### config.mk
export PLATFORM = sky130hd
export DESIGN_NAME = flip_engine
export DESIGN_NICKNAME = d
export VERILOG_FILES = /design/src/rtl/flip_engine.sv
export SDC_FILE = /design/constraint.sdc
export NUM_CORES = 1
export LEC_CHECK = 0
export ABC_CLOCK_PERIOD_IN_PS = 8300
export BUFFER_PORTS_ARGS = -buffer_cell sky130_fd_sc_hd__buf_4
export CAP_MARGIN = 20
export CORE_ASPECT_RATIO = 1.5
export CORE_MARGIN = 2
export CORE_UTILIZATION = 30
export CTS_BUF_LIST = sky130_fd_sc_hd__clkbuf_4
export DETAILED_ROUTE_END_ITERATION = 8
export GPL_TIMING_DRIVEN = 1
export MAX_ROUTING_LAYER = met4
export SYNTH_ARGS = -nofsm -noshare
export SYNTH_HDL_FRONTEND = slang
export SYNTH_SLANG_ARGS = --single-unit
export TNS_END_PERCENT = 20
### constraint.sdc
create_clock -name clk -period 8.3 [get_ports clk]
set_clock_uncertainty 0.15 [all_clocks]
set_input_delay 0.83 -clock clk [delete_from_list [all_inputs] [get_ports clk]]
set_output_delay 0.83 -clock clk [all_outputs]
set_load 0.05 [all_outputs]
### src/rtl/flip_engine.sv
// ============================================================================
// flip_engine
// ----------------------------------------------------------------------------
// Owns the 8x8 Reversi board and resolves one placement request at a time.
// From the target cell it scans the eight directions in a fixed order and
// flips every run of opponent pieces that is bracketed by one of the mover's
// own pieces. If at least one piece was flipped, it places the mover's piece,
// and then pulses next_turn to the downstream turn manager. Otherwise it
// pulses illegal and leaves the board unchanged.
//
// Ports
//   clk           system clock, rising edge
//   resetn        synchronous reset, active HIGH (historical name)
//   initialize    level: clear board and load the four starting pieces
//   whiteOrBlack  current mover from the turn manager (0 black, 1 white)
//   move_valid    one-cycle request strobe, honoured only while idle
//   move_row/col  target cell (row 0 = top, col 0 = left)
//   busy          request in progress
//   next_turn     one-cycle pulse: legal move fully committed
//   illegal       one-cycle pulse: request rejected, board unchanged
//   rd_row/col    display read address
//   rd_cell       combinational cell contents (00 empty, 01 black, 10 white)
//   flip_count    (FLIP_COUNT_EN only) cells flipped by the last request
//
// Build option: define FLIP_COUNT_EN to add the flip_count output.
// ============================================================================
module flip_engine #(
    parameter int BOARD_DIM = 8
) (
    input  logic       clk,
    input  logic       resetn,
    input  logic       initialize,
    input  logic       whiteOrBlack,
    input  logic       move_valid,
    input  logic [2:0] move_row,
    input  logic [2:0] move_col,
    output logic       busy,
    output logic       next_turn,
    output logic       illegal,
    input  logic [2:0] rd_row,
    input  logic [2:0] rd_col,
`ifdef FLIP_COUNT_EN
    output logic [5:0] flip_count,
`endif
    output logic [1:0] rd_cell
);

    localparam int CELLS = BOARD_DIM * BOARD_DIM;

    typedef enum logic [3:0] {
        S_IDLE     = 4'd0,
        S_CHECK    = 4'd1,
        S_DIR_INIT = 4'd2,
        S_STEP     = 4'd3,
        S_FLIP     = 4'd4,
        S_NEXT_DIR = 4'd5,
        S_PLACE    = 4'd6,
        S_DONE     = 4'd7,
        S_REJECT   = 4'd8
    } state_t;

    // Row delta for direction index: N, NE, E, SE, S, SW, W, NW.
    function automatic logic signed [3:0] delta_row(input logic [2:0] dir);
        case (dir)
            3'd0, 3'd1, 3'd7: delta_row = -4'sd1;
            3'd3, 3'd4, 3'd5: delta_row = 4'sd1;
            default:          delta_row = 4'sd0;
        endcase
    endfunction

    // Column delta for direction index: N, NE, E, SE, S, SW, W, NW.
    function automatic logic signed [3:0] delta_col(input logic [2:0] dir);
        case (dir)
            3'd1, 3'd2, 3'd3: delta_col = 4'sd1;
            3'd5, 3'd6, 3'd7: delta_col = -4'sd1;
            default:          delta_col = 4'sd0;
        endcase
    endfunction

    // A 4-bit signed cursor only ever moves by +/-1 from 0..7, so stepping past
    // 7 wraps to -8: "outside 0..7" reduces to "negative".
    function automatic logic on_board(input logic signed [3:0] r,
                                      input logic signed [3:0] c);
        on_board = (r >= 4'sd0) && (c >= 4'sd0);
    endfunction

    // Starting position: white on (3,3)/(4,4), black on (3,4)/(4,3).
    function automatic logic [1:0] init_cell(input logic [5:0] idx);
        case (idx)
            6'd27, 6'd36: init_cell = 2'b10;
            6'd28, 6'd35: init_cell = 2'b01;
            default:      init_cell = 2'b00;
        endcase
    endfunction

    state_t             state_r, next_state_s;
    logic [1:0]         board_r [0:CELLS-1];
    logic [2:0]         row_r, col_r, dir_r, run_r;
    logic               player_r, any_flip_r;
    logic signed [3:0]  cur_row_r, cur_col_r;
    logic signed [3:0]  drow_s, dcol_s;
    logic signed [3:0]  init_row_s, init_col_s, step_row_s, step_col_s;
    logic signed [3:0]  back_row_s, back_col_s;
    logic [1:0]         own_s, cell_s, target_cell_s;
    logic               wr_en_s, busy_s, next_turn_s, illegal_s;
    logic [5:0]         wr_idx_s;
    logic               busy_r, next_turn_r, illegal_r;

    assign own_s         = player_r ? 2'b10 : 2'b01;
    assign drow_s        = delta_row(dir_r);
    assign dcol_s        = delta_col(dir_r);
    assign init_row_s    = $signed({1'b0, row_r}) + drow_s;
    assign init_col_s    = $signed({1'b0, col_r}) + dcol_s;
    assign step_row_s    = cur_row_r + drow_s;
    assign step_col_s    = cur_col_r + dcol_s;
    assign back_row_s    = cur_row_r - drow_s;
    assign back_col_s    = cur_col_r - dcol_s;
    assign cell_s        = board_r[{cur_row_r[2:0], cur_col_r[2:0]}];
    assign target_cell_s = board_r[{row_r, col_r}];
    assign rd_cell       = board_r[{rd_row, rd_col}];
    assign busy          = busy_r;
    assign next_turn     = next_turn_r;
    assign illegal       = illegal_r;

    // State register plus registered status outputs decoded from next state.
    always_ff @(posedge clk) begin
        if (resetn || initialize) begin
            state_r     <= S_IDLE;
            busy_r      <= 1'b0;
            next_turn_r <= 1'b0;
            illegal_r   <= 1'b0;
        end else begin
            state_r     <= next_state_s;
            busy_r      <= busy_s;
            next_turn_r <= next_turn_s;
            illegal_r   <= illegal_s;
        end
    end

    // Next-state logic of the scan sequencer.
    always_comb begin
        next_state_s = state_r;
        case (state_r)
            S_IDLE: begin
                if (move_valid) next_state_s = S_CHECK;
                else            next_state_s = S_IDLE;
            end
            S_CHECK: begin
                if (target_cell_s != 2'b00) next_state_s = S_REJECT;
                else                        next_state_s = S_DIR_INIT;
            end
            S_DIR_INIT: begin
                if (on_board(init_row_s, init_col_s)) next_state_s = S_STEP;
                else                                  next_state_s = S_NEXT_DIR;
            end
            S_STEP: begin
                if (cell_s == 2'b00) begin
                    next_state_s = S_NEXT_DIR;
                end else if (cell_s == own_s) begin
                    if (run_r == 3'd0) next_state_s = S_NEXT_DIR;
                    else               next_state_s = S_FLIP;
                end else if (on_board(step_row_s, step_col_s)) begin
                    next_state_s = S_STEP;
                end else begin
                    next_state_s = S_NEXT_DIR;
                end
            end
            S_FLIP: begin
                if (run_r == 3'd1) next_state_s = S_NEXT_DIR;
                else               next_state_s = S_FLIP;
            end
            S_NEXT_DIR: begin
                if (dir_r != 3'd7)   next_state_s = S_DIR_INIT;
                else if (any_flip_r) next_state_s = S_PLACE;
                else                 next_state_s = S_REJECT;
            end
            S_PLACE:  next_state_s = S_DONE;
            S_DONE:   next_state_s = S_IDLE;
            S_REJECT: next_state_s = S_IDLE;
            default:  next_state_s = S_IDLE;
        endcase
    end

    // Output decode: board write port and status for the next cycle.
    always_comb begin
        wr_en_s  = 1'b0;
        wr_idx_s = {row_r, col_r};
        case (state_r)
            S_FLIP: begin
                // Step back toward the target and recolour that cell.
                wr_en_s  = on_board(back_row_s, back_col_s);
                wr_idx_s = {back_row_s[2:0], back_col_s[2:0]};
            end
            S_PLACE: begin
                wr_en_s  = 1'b1;
                wr_idx_s = {row_r, col_r};
            end
            default: begin
                wr_en_s  = 1'b0;
                wr_idx_s = {row_r, col_r};
            end
        endcase
        busy_s      = (next_state_s != S_IDLE) && (next_state_s != S_DONE) &&
                      (next_state_s != S_REJECT);
        next_turn_s = (next_state_s == S_DONE);
        illegal_s   = (next_state_s == S_REJECT);
    end

    // Request latch, direction index, cursor and run length.
    always_ff @(posedge clk) begin
        if (resetn || initialize) begin
            row_r      <= 3'd0;
            col_r      <= 3'd0;
            player_r   <= 1'b0;
            dir_r      <= 3'd0;
            run_r      <= 3'd0;
            any_flip_r <= 1'b0;
            cur_row_r  <= 4'sd0;
            cur_col_r  <= 4'sd0;
        end else begin
            case (state_r)
                S_IDLE: begin
                    if (move_valid) begin
                        row_r    <= move_row;
                        col_r    <= move_col;
                        player_r <= whiteOrBlack;
                    end
                end
                S_CHECK: begin
                    any_flip_r <= 1'b0;
                    dir_r      <= 3'd0;
                end
                S_DIR_INIT: begin
                    cur_row_r <= init_row_s;
                    cur_col_r <= init_col_s;
                    run_r     <= 3'd0;
                end
                S_STEP: begin
                    // Only an opponent piece extends the run.
                    if ((cell_s != 2'b00) && (cell_s != own_s)) begin
                        run_r     <= run_r + 3'd1;
                        cur_row_r <= step_row_s;
                        cur_col_r <= step_col_s;
                    end
                end
                S_FLIP: begin
                    cur_row_r <= back_row_s;
                    cur_col_r <= back_col_s;
                    run_r     <= run_r - 3'd1;
                    if (run_r == 3'd1) any_flip_r <= 1'b1;
                end
                S_NEXT_DIR: dir_r <= dir_r + 3'd1;
                default: begin
                end
            endcase
        end
    end

    // Board storage: reset clears, initialize loads the opening, else one write.
    always_ff @(posedge clk) begin
        if (resetn) begin
            for (int i = 0; i < CELLS; i++) board_r[i] <= 2'b00;
        end else if (initialize) begin
            for (int i = 0; i < CELLS; i++) board_r[i] <= init_cell(6'(i));
        end else if (wr_en_s) begin
            board_r[wr_idx_s] <= own_s;
        end
    end

`ifdef FLIP_COUNT_EN
    logic [5:0] flip_count_r;
    assign flip_count = flip_count_r;

    // Flip counter: cleared on accept, one count per recoloured cell.
    always_ff @(posedge clk) begin
        if (resetn || initialize) begin
            flip_count_r <= 6'd0;
        end else if ((state_r == S_IDLE) && move_valid) begin
            flip_count_r <= 6'd0;
        end else if (state_r == S_FLIP) begin
            flip_count_r <= flip_count_r + 6'd1;
        end
    end
`endif

endmodule

# After elaboration in Yosys (flattened, before gate mapping)
# Memory sizes are Yosys's and may differ from the RTL's. A register that Yosys moved wholly into a read port is not among the register bits.
# Index checks and enable logic that the tools add are counted.
word_totals:
  regBits: 29
  ramBits: 128
  inputBits: 17
  out_inout_bits: 5
  word_cells: 251
  memories: 1
mem_list:
  columns: ["name", "depth", "width", "read_ports", "rd_clocked_by_memory_dff", "wr", "line", "rtl"]
  rows:
  - ["board_r", 64, 2, 3, 2, 64, "97", "logic [1:0] board_r [0:CELLS-1];"]
op_classes:
  add_sub_neg: 9
  order_cmp: 6
  n_eq_ne: 23
  mux: 111
  bitwise: 64
  reduce_logical: 25
ops:
  columns: ["operator", "n"]
  rows:
  - ["$mux W2", 72]
  - ["$or A1 B1 Y1", 64]
  - ["$mux W6", 6]
  - ["$mux W4", 7]
  - ["$pmux W4 S7", 1]
  - ["$ge A4 B1 Y1 const B", 6]
  - ["$pmux W4 S3", 2]
  - ["$add A4 B4 Y4", 4]
  - ["$eq A4 B3 Y1 const B", 4]
  - ["$pmux W4 S2", 2]
  - ["$mux W1", 14]
  - ["$eq A3 B3 Y1 const B", 4]
  - ["$reduce_or A3 Y1", 4]
  - ["$mux W3", 3]
  - ["$pmux W3 S3", 1]
  - ["$eq A4 B2 Y1 const B", 2]
  - ["$reduce_bool A2 Y1", 4]
  - ["$sub A4 B4 Y4", 2]
  - ["$add A3 B1 Y3 const B", 2]
  - ["$eq A3 B1 Y1 const B", 2]
  - ["$eq A3 B2 Y1 const B", 2]
  - ["$logic_and A1 B1 Y1", 6]
  - ["$logic_not A3 Y1", 2]
  - ["$pmux W3 S2", 1]
  - ["17 further kinds", 21]

# Logic depth before layout (Yosys ltp)
depth:
  depth_word: 13
  ltp_mapped: 15
  mapped_depth_nobuf: 14

# Worst setup path after synthesis
# OpenSTA, ideal clock, no wires.
synth_path:
  path_kind: "in2out"
  from: "input rd_col[0]"
  to: "output rd_cell[0]"
  arrival_time_ns: 3.236
  t_required_ns: 7.320
  slack_ns: 4.084
  cell_stages: 5
  path_buffers: 2
  cell_sequence: "clkbuf_1 -> buf_1 -> mux4_2 -> mux4_2 -> mux4_2"
synth_via:
  elab_chain_len: 1
synth_lines:
  columns: ["item", "line", "rtl"]
  rows:
  - ["from (decl)", "41", "input logic [2:0] rd_col,"]
  - ["$mem_v2 Z64 W2", null, null]
  - ["to (decl)", "45", "output logic [1:0] rd_cell"]
# Every way passes these cells.

==> results.md <==
| Result | Reported | Unit |
| --- | --- | --- |
| Number of warning messages in the yosys log | 0 | - |
| Delay of the slowest cell on the worst path | 0.77 | ns |
| Top fanout value on the critical path | 18 | - |
| Max-capacitance violation count | 0 | - |
| Post-Syn Instances | 990 | - |
| Leakage power summed over all cells | 3.782 | nW |
| Category of the most critical setup path | flip-flop to flip-flop | - |
| RSZ-0062 raised after global routing | false | - |
| Mux share of post-synthesis cell area | 18.69 | % |
| Adder-cell area share of the yosys netlist | 4.469 | % |
| Critical-path top delay cell | sky130_fd_sc_hd__nand3_1 | - |
| Inserted Clock Buffers | 17 | - |
| Number of design rule violations left after detail routing | 0 | - |
| CTS tree | yes | - |
| Hold Path Class | input pin to flip-flop | - |
| Mean cell area of the mapped netlist | 10.63 | sq um |
| Post-cts resize count | 0 | - |
| Achievable frequency | 0.2078 | GHz |
| Routability Congestion | 0.9260 | - |
| Total of flip-flops plus latches after synthesis | 169 | - |
| # H-tree levels | 4 | - |
| Initial Utilization | 30.26 | % |
| Most used DFF post-synth | sky130_fd_sc_hd__edfxtp_1 | - |
| Cell Rows | 84 | - |
| Insertion delay of the later-clocked pin in the worst-skew pair | 0.62 | ns |
| Status | completed | - |
| Proportion of synthesized chip area in sequential cells | 44.31 | % |
| Standard cell core area | 34790 | sq um |
| Post-synthesis xor/xnor area fraction | 0.9985 | % |
| Die extent in x | 156.9 | um |
| Aggregate routed wire length | 31350 | um |
| Power, Total | 0.001616 | W |
| Number of global-route vias before repair | 8188 | - |
| # port buffers | 21 | - |
| Fill cells | 3503 | - |
| Cell Count, Final, Fillers Out | 1456 | - |
| PD cells | 143.1 | nW/um^2 |
| GRT Total Usage | 18.37 | % |
| Main combinational cell family by area after synthesis | multiplexers | - |
| Global-route wire length before repair | 48420 | um |
| Post-layout nets | 1020 | - |
| Critical Path End Type | flip-flop | - |
| Final routed wire length divided by cell count | 21.53 | um |
| Data arrival time of the critical path | 4.95 | ns |
| Number of optimization iterations in the first detailed-route pass | 7 | - |
| Post-synth ARST share | 0 | % |
| Total overflow reported by the global router | 0 | - |
| Highest ir drop seen on vdd | 75.52 | uV |
| Vias | 8093 | - |
| Mean number of vias per cell | 5.558 | - |
| Die outline area | 36630 | sq um |
| Die boundary height | 233.4 | um |
| Time the worst path needs with I/O delays and setup | 4.812 | ns |
| Post-detailed-placement half-perimeter wirelength | 23320 | um |
| Worst rel slew slack | 35.52 | % |
| Final-layout setup total negative slack | 0 | ns |
| Count of final max-slew check failures | 0 | - |
| Number of synthesized flops with an enable pin | 128 | - |
| Hold Buf Count CTS | 0 | - |
| Fraction of layout cells with a size suffix above 1 | 14.77 | % |
| Buffer type at the clock tree root | sky130_fd_sc_hd__clkbuf_4 | - |
| Layout area overhead | 7.322 | % |
| Antenna violations before repair | 1 | - |
| Synth unique cells | 60 | - |
| Finish-stage setup viols | 0 | - |
| I/O Pins | 22 | - |
| Post-placement cell count | 1423 | - |
| Synth Cell Area | 10530 | sq um |
| Least-Margin Pin Slew | 0.9583 | ns |
| Fraction of the mapped netlist area in compound gates | 12.01 | % |
| Number of buffers between clock root and the deepest sink | 2 | - |
| DRT iter0 DRCs | 788 | - |
| Fraction of the mapped netlist area in simple logic gates | 15.65 | % |
| Antenna violation net count after detailed routing | 0 | - |
| Sinks on the clock net | 169 | - |
| Number of failing hold endpoints at the final stage | 0 | - |
| Startpoint kind of the worst setup timing path | flip-flop | - |
| Crit path required time | 8.44 | ns |
| Ratio of final minimum period to clock period | 57.97 | % |
| Syn_nets | 1041 | - |
| Largest net degree at the start of global routing | 80 | - |
| Post-CTS Repair Setup Buffers | 0 | - |
| Cell Chain, Critical Path | inv_1 > ha_1 > or2_2 > a21oi_2 > ha_1 > inv_1 > o21bai_1 > a21oi_1 > xnor2_1 > a21oi_1 > nor3_2 > nand3_1 > o21ai_0 | - |
| CTS clock-pin slew for the worst setup and hold paths | 0.15 | ns |
-- layout make-up --
class / count / area [sq um] / share of cell area [%]
Clock buffer: 19 / 142.6 / 1.263
Multi-Input combinational cell: 722 / 5461 / 48.34
Sequential cell: 169 / 4666 / 41.30
Timing Repair Buffer: 27 / 202.7 / 1.794
Clock inverter: 13 / 110.1 / 0.9746
Inverter: 32 / 120.1 / 1.063
Antenna cell: 1 / 2.502 / 0.02215
Tap cell: 473 / 591.8 / 5.239
-- power by group --
part	internal (W)	leakage, nW	switching (W)
registers	0.000937	1.76	0.0000302
clock network	0.000132	0.132	0.000321
logic	0.0000809	1.90	0.000115
total	0.00115	3.78	0.000466
-- flip-flops by register name (all words and copies together) (netlist names), 3 cells and up, named ones only --
register	cells
col_r	3
state_r	4
row_r	3
run_r	3
cur_row_r	4
cur_col_r	4
board_r	128
dir_r	3
-- worst max-delay path, delay by kind of cell (launching register included) --
family                     cells  cell delay, ns
xor gates and xnor gates       1            0.18
AOI/OAI and AO/OA              5            1.38
and+or+nand+nor                3            1.68
adders and majority gates      2            0.52
DFF                            1            0.40
buffers and inverters          2            0.17
-- path summary, 6_finish.rpt --
path,from,end,slack [ns],cells past startpoint
max,dir_r[0]$_SDFFE_PP0P_,board_r[38][1]$_SDFFCE_PN0P_,3.49,13
min,whiteOrBlack,player_r$_SDFFE_PP0P_,0.30,3
max reg2reg,dir_r[0]$_SDFFE_PP0P_,board_r[38][1]$_SDFFCE_PN0P_,3.49,13
min reg2reg,dir_r[2]$_SDFFE_PP0P_,dir_r[2]$_SDFFE_PP0P_,0.36,2
-- cell families (layout without fill, tap and decap cells) --
kind of cell | count (synthesis) | after routing
AOI/OAI and AO/OA | 203 | 203
xor gates and xnor gates | 12 | 12
adders and majority gates | 34 | 34
buffers and inverters | 99 | 91
DFF | 169 | 169
muxes | 104 | 104
other | 0 | 1
and+or+nand+nor | 369 | 369
-- routing by layer --
layer  up-vias  GRT usage, %  share of wire (%)
li1       3682             -                  -
met1      4008         18.84                 35
met2       319         33.10                 54
met3        84         2.690                5.1
met4         0         10.69                5.9
met5         -             -                  0
-- through the flow --
stage	setup WS, ns	instance area (sq um)	hold slack, ns	util [%]
3_5_place_dp	3.570	11040	0.3416	31.74
3_3_place_gp	3.694	11040	0.3294	31.74
2_1_floorplan	4.084	10530	0.3123	-
5_1_grt	3.138	11300	0.2698	32.47
4_1_cts	3.537	11290	0.2651	32.47
6_report	3.488	11300	0.3002	32.47
-- layout by cell type, fill, tap and decap left out, drive strengths merged, types with 3 or more instances in the layout --
master and instances:
or2 3, clkinvlp 3, xor2 3, dfxtp 41, mux4 72, ha 28
nor4 3, o221ai 4, a22oi 4, nand3 24, fa 6, o211ai 6
a2111oi 10, clkbuf 19, inv 38, or4 4, nand2 69, mux2i 27
mux2 5, buf 27, nor2 166, nor2b 5, a211oi 11, clkinv 4
nand2b 8, or3 7, and3 6, o22ai 4, xnor2 9, o21ai 81
o31ai 6, o21a 7, o211a 6, a21oi 47, nor3 69, a31oi 3
edfxtp 128
-- cell usage after synthesis (2+ instances only) --
cell type | count | area [sq um]
sky130_fd_sc_hd__xor2_1 | 3 | 26.28
sky130_fd_sc_hd__a311oi_1 | 2 | 17.52
sky130_fd_sc_hd__or2_2 | 3 | 18.77
sky130_fd_sc_hd__nand2_1 | 69 | 259.0
sky130_fd_sc_hd__nor2_1 | 165 | 619.3
sky130_fd_sc_hd__nand3b_1 | 2 | 15.01
sky130_fd_sc_hd__a21o_1 | 2 | 15.01
sky130_fd_sc_hd__o22ai_1 | 4 | 25.02
sky130_fd_sc_hd__nand2b_1 | 8 | 50.05
sky130_fd_sc_hd__buf_6 | 2 | 22.52
sky130_fd_sc_hd__mux4_1 | 5 | 131.4
sky130_fd_sc_hd__and3_1 | 5 | 31.28
sky130_fd_sc_hd__a211oi_1 | 11 | 82.58
sky130_fd_sc_hd__o21bai_1 | 2 | 15.01
sky130_fd_sc_hd__mux2_2 | 5 | 56.30
sky130_fd_sc_hd__buf_1 | 11 | 41.29
sky130_fd_sc_hd__o221ai_1 | 4 | 35.03
sky130_fd_sc_hd__buf_4 | 2 | 15.01
sky130_fd_sc_hd__a2111oi_0 | 10 | 87.58
sky130_fd_sc_hd__edfxtp_1 | 128 | 3844
sky130_fd_sc_hd__nor4_1 | 2 | 12.51
sky130_fd_sc_hd__clkbuf_1 | 41 | 153.9
sky130_fd_sc_hd__nand3_1 | 24 | 120.1
sky130_fd_sc_hd__a21oi_1 | 46 | 230.2
sky130_fd_sc_hd__o211ai_1 | 5 | 37.54
sky130_fd_sc_hd__dfxtp_1 | 41 | 820.8
sky130_fd_sc_hd__o21ai_0 | 80 | 400.4
sky130_fd_sc_hd__nor2b_1 | 5 | 31.28
sky130_fd_sc_hd__mux2i_1 | 27 | 270.3
sky130_fd_sc_hd__buf_2 | 11 | 55.05
sky130_fd_sc_hd__a31oi_1 | 3 | 18.77
sky130_fd_sc_hd__o21a_1 | 7 | 52.55
sky130_fd_sc_hd__o211a_1 | 6 | 60.06
sky130_fd_sc_hd__mux4_2 | 67 | 1509
sky130_fd_sc_hd__o31ai_1 | 6 | 45.04
sky130_fd_sc_hd__inv_1 | 32 | 120.1
sky130_fd_sc_hd__xnor2_1 | 9 | 78.83
sky130_fd_sc_hd__fa_1 | 6 | 120.1
sky130_fd_sc_hd__or4_1 | 4 | 30.03
sky130_fd_sc_hd__ha_1 | 28 | 350.3
sky130_fd_sc_hd__nor3_1 | 68 | 340.3
sky130_fd_sc_hd__a22oi_1 | 4 | 30.03
sky130_fd_sc_hd__or3_1 | 7 | 43.79
sky130_fd_sc_hd__o21ba_2 | 2 | 20.02
Note: power is estimated with default switching activity, not from simulation.
